===== src/rtl/pixel_merge_controller.sv =====
// Frame sequencer for the 8-to-32 pixel merger: feeds pixels, writes merged words, pads the last word.
// Optional write-stall counter port enabled by defining PIXEL_MERGE_CONTROLLER_STALL_COUNT_EN.
`timescale 1ns/1ps

module pixel_merge_controller #(
  parameter int unsigned PIXEL_WIDTH   = 8,
  parameter int unsigned DATA_WIDTH    = 32,
  parameter int unsigned ADDRESS_WIDTH = 20,
  parameter int unsigned FRAME_PIXELS  = 307200,
  parameter int unsigned BASE_ADDRESS  = 0
) (
  input  logic                     clock,
  input  logic                     reset,
  input  logic                     frame_start,
  input  logic [PIXEL_WIDTH-1:0]   pixel_in,
  input  logic                     pixel_valid,
  output logic                     pixel_ready,
  output logic [PIXEL_WIDTH-1:0]   merger_pixel,
  output logic                     merger_enable,
  output logic                     merger_reset,
  input  logic [DATA_WIDTH-1:0]    merger_data,
  output logic                     wr_request,
  input  logic                     wr_grant,
  output logic [ADDRESS_WIDTH-1:0] wr_address,
  output logic [DATA_WIDTH-1:0]    wr_data,
  output logic                     busy,
  output logic                     frame_done
`ifdef PIXEL_MERGE_CONTROLLER_STALL_COUNT_EN
  ,
  output logic [15:0]              stall_count
`endif
);

  localparam int unsigned PIXEL_NUMBER = DATA_WIDTH / PIXEL_WIDTH;
  localparam int unsigned LANE_WIDTH   = $clog2(PIXEL_NUMBER);
  localparam int unsigned COUNT_WIDTH  = $clog2(FRAME_PIXELS + 1);
  localparam logic [LANE_WIDTH-1:0]    LAST_LANE  = LANE_WIDTH'(PIXEL_NUMBER - 1);
  localparam logic [COUNT_WIDTH-1:0]   LAST_COUNT = COUNT_WIDTH'(FRAME_PIXELS);
  localparam logic [ADDRESS_WIDTH-1:0] BASE       = ADDRESS_WIDTH'(BASE_ADDRESS);

  typedef enum logic [2:0] {IDLE, RUN, CAPTURE, WRITE, FLUSH, DONE} state_t;

  state_t                 state;
  logic [LANE_WIDTH-1:0]  lane;
  logic [COUNT_WIDTH-1:0] count;
  logic                   transfer;

  // pixel_ready is only ever high in RUN, so a transfer implies RUN
  assign transfer = pixel_valid && pixel_ready;

  always_comb begin
    merger_enable = transfer || (state == FLUSH);
    merger_pixel  = (state == FLUSH) ? '0 : pixel_in;
  end

  always_ff @(posedge clock) begin
    if (!reset) begin
      state        <= IDLE;
      pixel_ready  <= 1'b0;
      merger_reset <= 1'b1;
      wr_request   <= 1'b0;
      wr_address   <= BASE;
      wr_data      <= '0;
      busy         <= 1'b0;
      frame_done   <= 1'b0;
      lane         <= '0;
      count        <= '0;
    end else begin
      frame_done <= 1'b0;
      case (state)
        IDLE: begin
          merger_reset <= 1'b1;
          if (frame_start) begin
            state        <= RUN;
            busy         <= 1'b1;
            pixel_ready  <= 1'b1;
            merger_reset <= 1'b0;
            wr_address   <= BASE;
            lane         <= '0;
            count        <= '0;
          end
        end
        RUN: begin
          if (transfer) begin
            count <= count + COUNT_WIDTH'(1);
            if (lane == LAST_LANE) begin
              lane        <= '0;
              pixel_ready <= 1'b0;
              state       <= CAPTURE;
            end else begin
              lane <= lane + LANE_WIDTH'(1);
              // frame ended mid-word: pad the remaining lanes with zeros
              if (count + COUNT_WIDTH'(1) == LAST_COUNT) begin
                pixel_ready <= 1'b0;
                state       <= FLUSH;
              end
            end
          end
        end
        FLUSH: begin
          if (lane == LAST_LANE) begin
            lane  <= '0;
            state <= CAPTURE;
          end else begin
            lane <= lane + LANE_WIDTH'(1);
          end
        end
        CAPTURE: begin
          wr_data    <= merger_data;
          wr_request <= 1'b1;
          state      <= WRITE;
        end
        WRITE: begin
          if (wr_grant) begin
            wr_request <= 1'b0;
            wr_address <= wr_address + ADDRESS_WIDTH'(1);
            if (count == LAST_COUNT) begin
              state      <= DONE;
              frame_done <= 1'b1;
            end else begin
              state       <= RUN;
              pixel_ready <= 1'b1;
            end
          end
        end
        DONE: begin
          state        <= IDLE;
          busy         <= 1'b0;
          merger_reset <= 1'b1;
        end
        default: state <= IDLE;
      endcase
    end
  end

`ifdef PIXEL_MERGE_CONTROLLER_STALL_COUNT_EN
  // saturating count of cycles a write request waits for a grant
  always_ff @(posedge clock) begin
    if (!reset) begin
      stall_count <= '0;
    end else if (state == IDLE && frame_start) begin
      stall_count <= '0;
    end else if (wr_request && !wr_grant && stall_count != 16'hFFFF) begin
      stall_count <= stall_count + 16'd1;
    end
  end
`endif

endmodule

===== config.mk =====
export PLATFORM = sky130hd
export DESIGN_NAME = pixel_merge_controller
export DESIGN_NICKNAME = d
export VERILOG_FILES = /design/src/rtl/pixel_merge_controller.sv
export SDC_FILE = /design/constraint.sdc
export NUM_CORES = 1
export LEC_CHECK = 0
export ABC_AREA = 1
export ABC_CLOCK_PERIOD_IN_PS = 1900
export CAP_MARGIN = 20
export CORE_MARGIN = 8
export CORE_UTILIZATION = 48
export CTS_CLUSTER_DIAMETER = 50
export CTS_CLUSTER_SIZE = 28
export DETAILED_ROUTE_END_ITERATION = 6
export PLACE_DENSITY = 0.88
export SLEW_MARGIN = 40
export SYNTH_ARGS = -nofsm -noshare
export SYNTH_HDL_FRONTEND = slang
export SYNTH_SLANG_ARGS = --single-unit

===== constraint.sdc =====
create_clock -name clock -period 1.9 [get_ports clock]
set_input_delay 0.38 -clock clock [delete_from_list [all_inputs] [get_ports clock]]
set_output_delay 0.38 -clock clock [all_outputs]
set_load 0.05 [all_outputs]

==> Word level (Yosys, flattened, before mapping) <==
Cells that the tools add are included.
{ "word_totals": {"ff_bits": 81, "inputBits": 45, "output_inout_bits": 66, "wordCells": 76} }
{ "classes": {"add_sub_neg": 3, "n_eq_ne": 14, "mux": 32, "n_reduce_logical": 17} }
{ "op_table": {"columns": ["op", "count"], "rows": [
  ["20-bit two-way mux", 2],
  ["20-bit case mux with 2 select lines", 1],
  ["19-bit equality test, second input constant", 2],
  ["19-bit two-way mux", 2],
  ["19-bit case mux with 2 select lines", 1],
  ["3-bit two-way mux", 7],
  ["20-bit by 1-bit adder with 20-bit output, second input constant", 1],
  ["19-bit by 1-bit adder with 19-bit output, second input constant", 1],
  ["3-bit case mux with 5 select lines", 1],
  ["3-bit AND reduction", 4],
  ["1-bit two-way mux", 9],
  ["8-bit two-way mux", 1],
  ["2-bit != test, second input constant", 4],
  ["2-bit nonzero test", 4],
  ["3-bit by 2-bit equality test with 1-bit output, second input constant", 2],
  ["3-bit equality test, second input constant", 2],
  ["2-bit two-way mux", 3],
  ["1-bit case mux with 2 select lines", 3],
  ["2-bit case mux with 3 select lines", 1],
  ["6-bit AND reduction", 1],
  ["3-bit nonzero test", 2],
  ["5-bit AND reduction", 1],
  ["2-bit AND reduction", 2],
  ["3-bit by 1-bit equality test with 1-bit output, second input constant", 1],
  ["other kinds (8)", 8]
]} }

==> Logic depth before layout (Yosys ltp) <==
{ "depth": {"ltp_word": 6, "depth_mapped": 16, "mapped_depth_nobuf": 16} }

==> Worst setup path after synthesis <==
No wires, ideal clock.
{ "synth_path": {"path_type": "register to output", "startpoint": "register state[2]", "endpoint": "output merger_enable", "t_arrival_ns": 1.650, "setup_slack_ns": -0.130, "stages_incl_launch_ff": 3, "n_path_buf": 0, "cell_sequence": "dfxtp_1 inv_1 o21ai_0"} }
{ "synth_between": {"elab_chain_cells": 2} }
{ "synth_rtl": {"columns": ["item", "line", "rtl"], "rows": [
  ["from (decl)", "43", "state_t state;"],
  ["from (signal assigned)", "58", "state <= IDLE;"],
  ["from (signal assigned)", "74", "state <= RUN;"],
  ["from (signal assigned)", "89", "state <= CAPTURE;"],
  ["3-bit equality test", "52", "merger_enable = transfer || (state == FLUSH);"],
  ["1-bit logical OR", "52", null],
  ["to (decl)", "19", "output logic merger_enable,"]
]} }
No other way between the ends.

==> Worst setup path in the final report <==
{ "layout_path": {"startpoint": "register count[1]", "endpoint": "register state[1]"} }
{ "layout_between": {"elab_chain_cells": 4} }
{ "layout_rtl": {"columns": ["item", "line", "rtl"], "rows": [
  ["from (decl)", "45", "logic [COUNT_WIDTH-1:0] count;"],
  ["from (signal assigned)", "85", "count <= count + COUNT_WIDTH'(1);"],
  ["19-bit by 1-bit adder with 19-bit output", "93", "if (count + COUNT_WIDTH'(1) == LAST_COUNT) begin"],
  ["19-bit equality test", "93", null],
  ["3-bit != test (no source line)", null, null],
  ["5-bit AND reduction (no source line)", null, null],
  ["to (signal assigned)", "89", null],
  ["to (signal assigned)", "95", "state <= FLUSH;"],
  ["to (signal assigned)", "103", "state <= CAPTURE;"]
]} }
No other way between the ends.
A chain may end at the register's enable or synchronous reset.

==> results.md <==
- Antenna violations before repair: 0
- Slew Viols, Final: 0
- Post-DP HPWL: between 8000 and 9000 microns
- Area Overhead vs Synth: 45.6%
- Crit. End Element: register
- Synth Instances: 588
- Outcome: finished clean
- Ys async rst share: 0
- Avg Inst Size Synth: 6.68 sq um
- Filler cell count: 623
- Cells on Worst Hold Path: 1
- DRT Pass-1 Iters: 6
- Leak pwr: 2.72 nW
- FP Rows: 33
- # H-tree levels: 3
- Vias per Instance: around 5.3
- Initial Utilization: 0.487
- Hold Vio Cnt, Final: 0
- Max Cap Viol: 0
- Hold slack: between 0.4 and 0.5 ns
- Post-route setup slack: roughly 0.019 ns
- Library cells used by synthesis: 33
- Vias in the first global route: 4,259
- Clock transition at path regs: ~0.08 ns
- # port buffers: 110
- GR Overflow Total: 0
- Critical Path AT: 2.13 ns
- Clock latency on the worst-skew pair: 0.35 ns
- Hold wc startpoint: wr_address[5]$_SDFFE_PN0P_
- Initial drt markers: 195
- # IOs: around 110
- CTS tree: yes
- R2r worst-path depth: 14
- Die W: ~110 microns
- Setup crit start kind: register
- Worst setup path class: register to register
- GRT Util Overall: 0.207
- Clock Skews: 0.00656 ns
- CTS Hold Bufs: 0
- Vias: 4,402
- Worst R2R End: state[1]$_SDFFE_PN0P_
- R2r setup slk: around 0.019 ns
- Syn nets: 637
- Minimum clock period: around 1.9 ns
- Yosys Warn Count: 0
- Max Fclk: around 0.53 GHz
- Nets: around 770
- Final Wtd Congestion: a little over 0.9
- Worst vdd ir: roughly 0.76 mV
- # diodes: 0
- Tcrit/Tclk final: 0.990
- Pre-CTS setup slack: -0.0865 ns
- Tightest Hold Check Type: register to register
- Required @ worst endpoint: between 2 and 2.5 ns
- Number of synthesized flops with an enable pin: 0
- CP Max Fanout: 6
- Die Y-Extent: between 100 and 150 microns
- Layout cell share with drive strength beyond 1: 0.227
- Core area: between 0.008 and 0.009 sq mm
- Final ANT Viol Nets: 0
- RSZ-0062 raised after global routing: yes
- # setup viols final: 0
- Fin cells: 826
- Drt wl/cell: about 15 microns
- Main synth FF type: dfxtp_1
- Dpl cells: 805
- Drt drc: 0
- CTS buffer count: 9
- Post-synth design cell area: between 0.003 and 0.004 sq mm
- Full die area: around 0.011 sq mm
- Relative slew slack: 0.640
- # clock sinks: a little over 80
- Critical R2R Launch: count[1]$_SDFFE_PN0P_
- Pwr/cell area: about 1100 mW/mm^2
- Root Driver: clkbuf_8
- Flops & latches, synth: 81
- CTS Buffer Depth: 2
- Largest net degree at the start of global routing: 35
- Sink of the worst hold path: wr_address[5]$_SDFFE_PN0P_
- First-pass GRT wire length: between 15,000 and 20,000 microns
- Routed wire length: about 12,000 microns
- Sequential element share of the synthesized area: 0.413
- Slew @ Worst Pin: between 0.5 and 0.6 ns
-- repair_timing --
action | in CTS | in global routing
setup endpoints to repair | 22 | 38
endpoints found under the hold margin | 0 | 0
buffers inserted | 0 | 7
gates resized for setup | 31 | 87
pin swaps | 2 | 26
-- placed cells by master, fill, tap and decap left out, types with 15 or more instances in the layout --
cell,instances
a21oi_1,37
buf_4,50
clkdlybuf4s50_1,46
dfxtp_1,60
dlymetal6s2s_1,19
inv_1,55
nand2_1,113
nand3_1,17
nand4_1,15
nor2_1,106
nor2_2,21
o21ai_0,49
-- power by group --
| part | internal (mW) | total (mW) | leakage, nW | switching (mW) |
|---|---|---|---|---|
| registers | 1.97 | 2.13 | 0.670 | 0.166 |
| clock network | 0.769 | 1.40 | 0.109 | 0.627 |
| logic | 0.887 | 2.87 | 1.94 | 1.98 |
| total | 3.62 | 6.40 | 2.72 | 2.77 |
-- logic make-up after synthesis --
logic type / count (synthesis) / share of synthesized area
compound gates: 96 / 0.128
flops: 81 / 0.413
xor+xnor: 1 / 0.00223
simple gates: 327 / 0.367
buf+inv: 79 / 0.0765
fa+ha+maj: 4 / 0.0128
-- state kept, by name, summed over array words and instances (netlist names) --
name,cells
lane,2
count,19
wr_data,32
frame_done,1
busy,1
wr_request,1
state,3
pixel_ready,1
merger_reset,1
wr_address,20
-- cell usage after synthesis, drive strengths merged (2+ instances only) --
cell type | n | area, sq um
clkbuf | 12 | 45.0
a21oi | 38 | 190
nor3b | 2 | 15.0
nor4 | 2 | 18.8
inv | 64 | 240
nand2 | 133 | 532
nand4 | 15 | 93.8
nand3b | 3 | 22.5
ha | 4 | 50.1
nor2 | 135 | 552
o21ai | 52 | 264
dfxtp | 81 | 1620
buf | 3 | 15.0
nand3 | 22 | 125
nor3 | 14 | 75.1
-- metrics by stage --
step | cell area [sq um] | power [mW] | TNS (ns) | util
after detailed placement | 5160 | 4.90 | -0.273 | 0.641
after global placement | 5160 | 4.83 | 0 | 0.641
final | 5710 | 6.40 | 0 | 0.710
after floorplan | 3930 | 3.94 | 0 | -
after global routing | 5710 | 6.72 | -0.600 | 0.710
after CTS | 5410 | 6.27 | -0.0257 | 0.672
-- area by class of cell --
type | count | area (sq um) | area share
multi-input cells | 428 | 2180 | 0.382
flip-flops and latches | 81 | 1670 | 0.292
repair buffers | 134 | 1270 | 0.223
inverters | 64 | 248 | 0.0434
clock buffers | 10 | 138 | 0.0241
well taps | 105 | 131 | 0.0230
clock inverters | 4 | 77.6 | 0.0136
-- critical path, stage by stage, from the launching register on --
cell and delay (ns):
dfxtp_4 0.40, ha_4 0.16, nand3_4 0.10, nor2_4 0.17, nand3_2 0.09, nand2_2 0.07, nand2_2 0.06, nor2_2 0.11
nand2_1 0.07, nor2_2 0.11, nand2_2 0.07, nand2_4 0.10, nand4_1 0.10, nand2_1 0.13, nor2_2 0.05
-- worst max-delay path by stage --
| stage | cells after the start | endpoint | startpoint |
|---|---|---|---|
| global route | 15 | state[1]$_SDFFE_PN0P_ | count[1]$_SDFFE_PN0P_ |
| CTS | 15 | state[1]$_SDFFE_PN0P_ | count[1]$_SDFFE_PN0P_ |
| detailed placement | 15 | state[1]$_SDFFE_PN0P_ | count[1]$_SDFFE_PN0P_ |
| floorplan | 11 | wr_address[16]$_SDFFE_PN0P_ | wr_address[4]$_SDFFE_PN0P_ |
| global placement | 9 | wr_address[17]$_SDFFE_PN0P_ | frame_start |
| finish | 14 | state[1]$_SDFFE_PN0P_ | count[1]$_SDFFE_PN0P_ |
-- metal layers --
metal	track usage	up-vias	wire, microns
met2	0.348	178	5980
met5	0	-	0
met1	0.226	2043	4670
met4	0.103	0	371
met3	0.0768	33	1170
li1	-	2148	-
(Power assumes the default switching activity.)
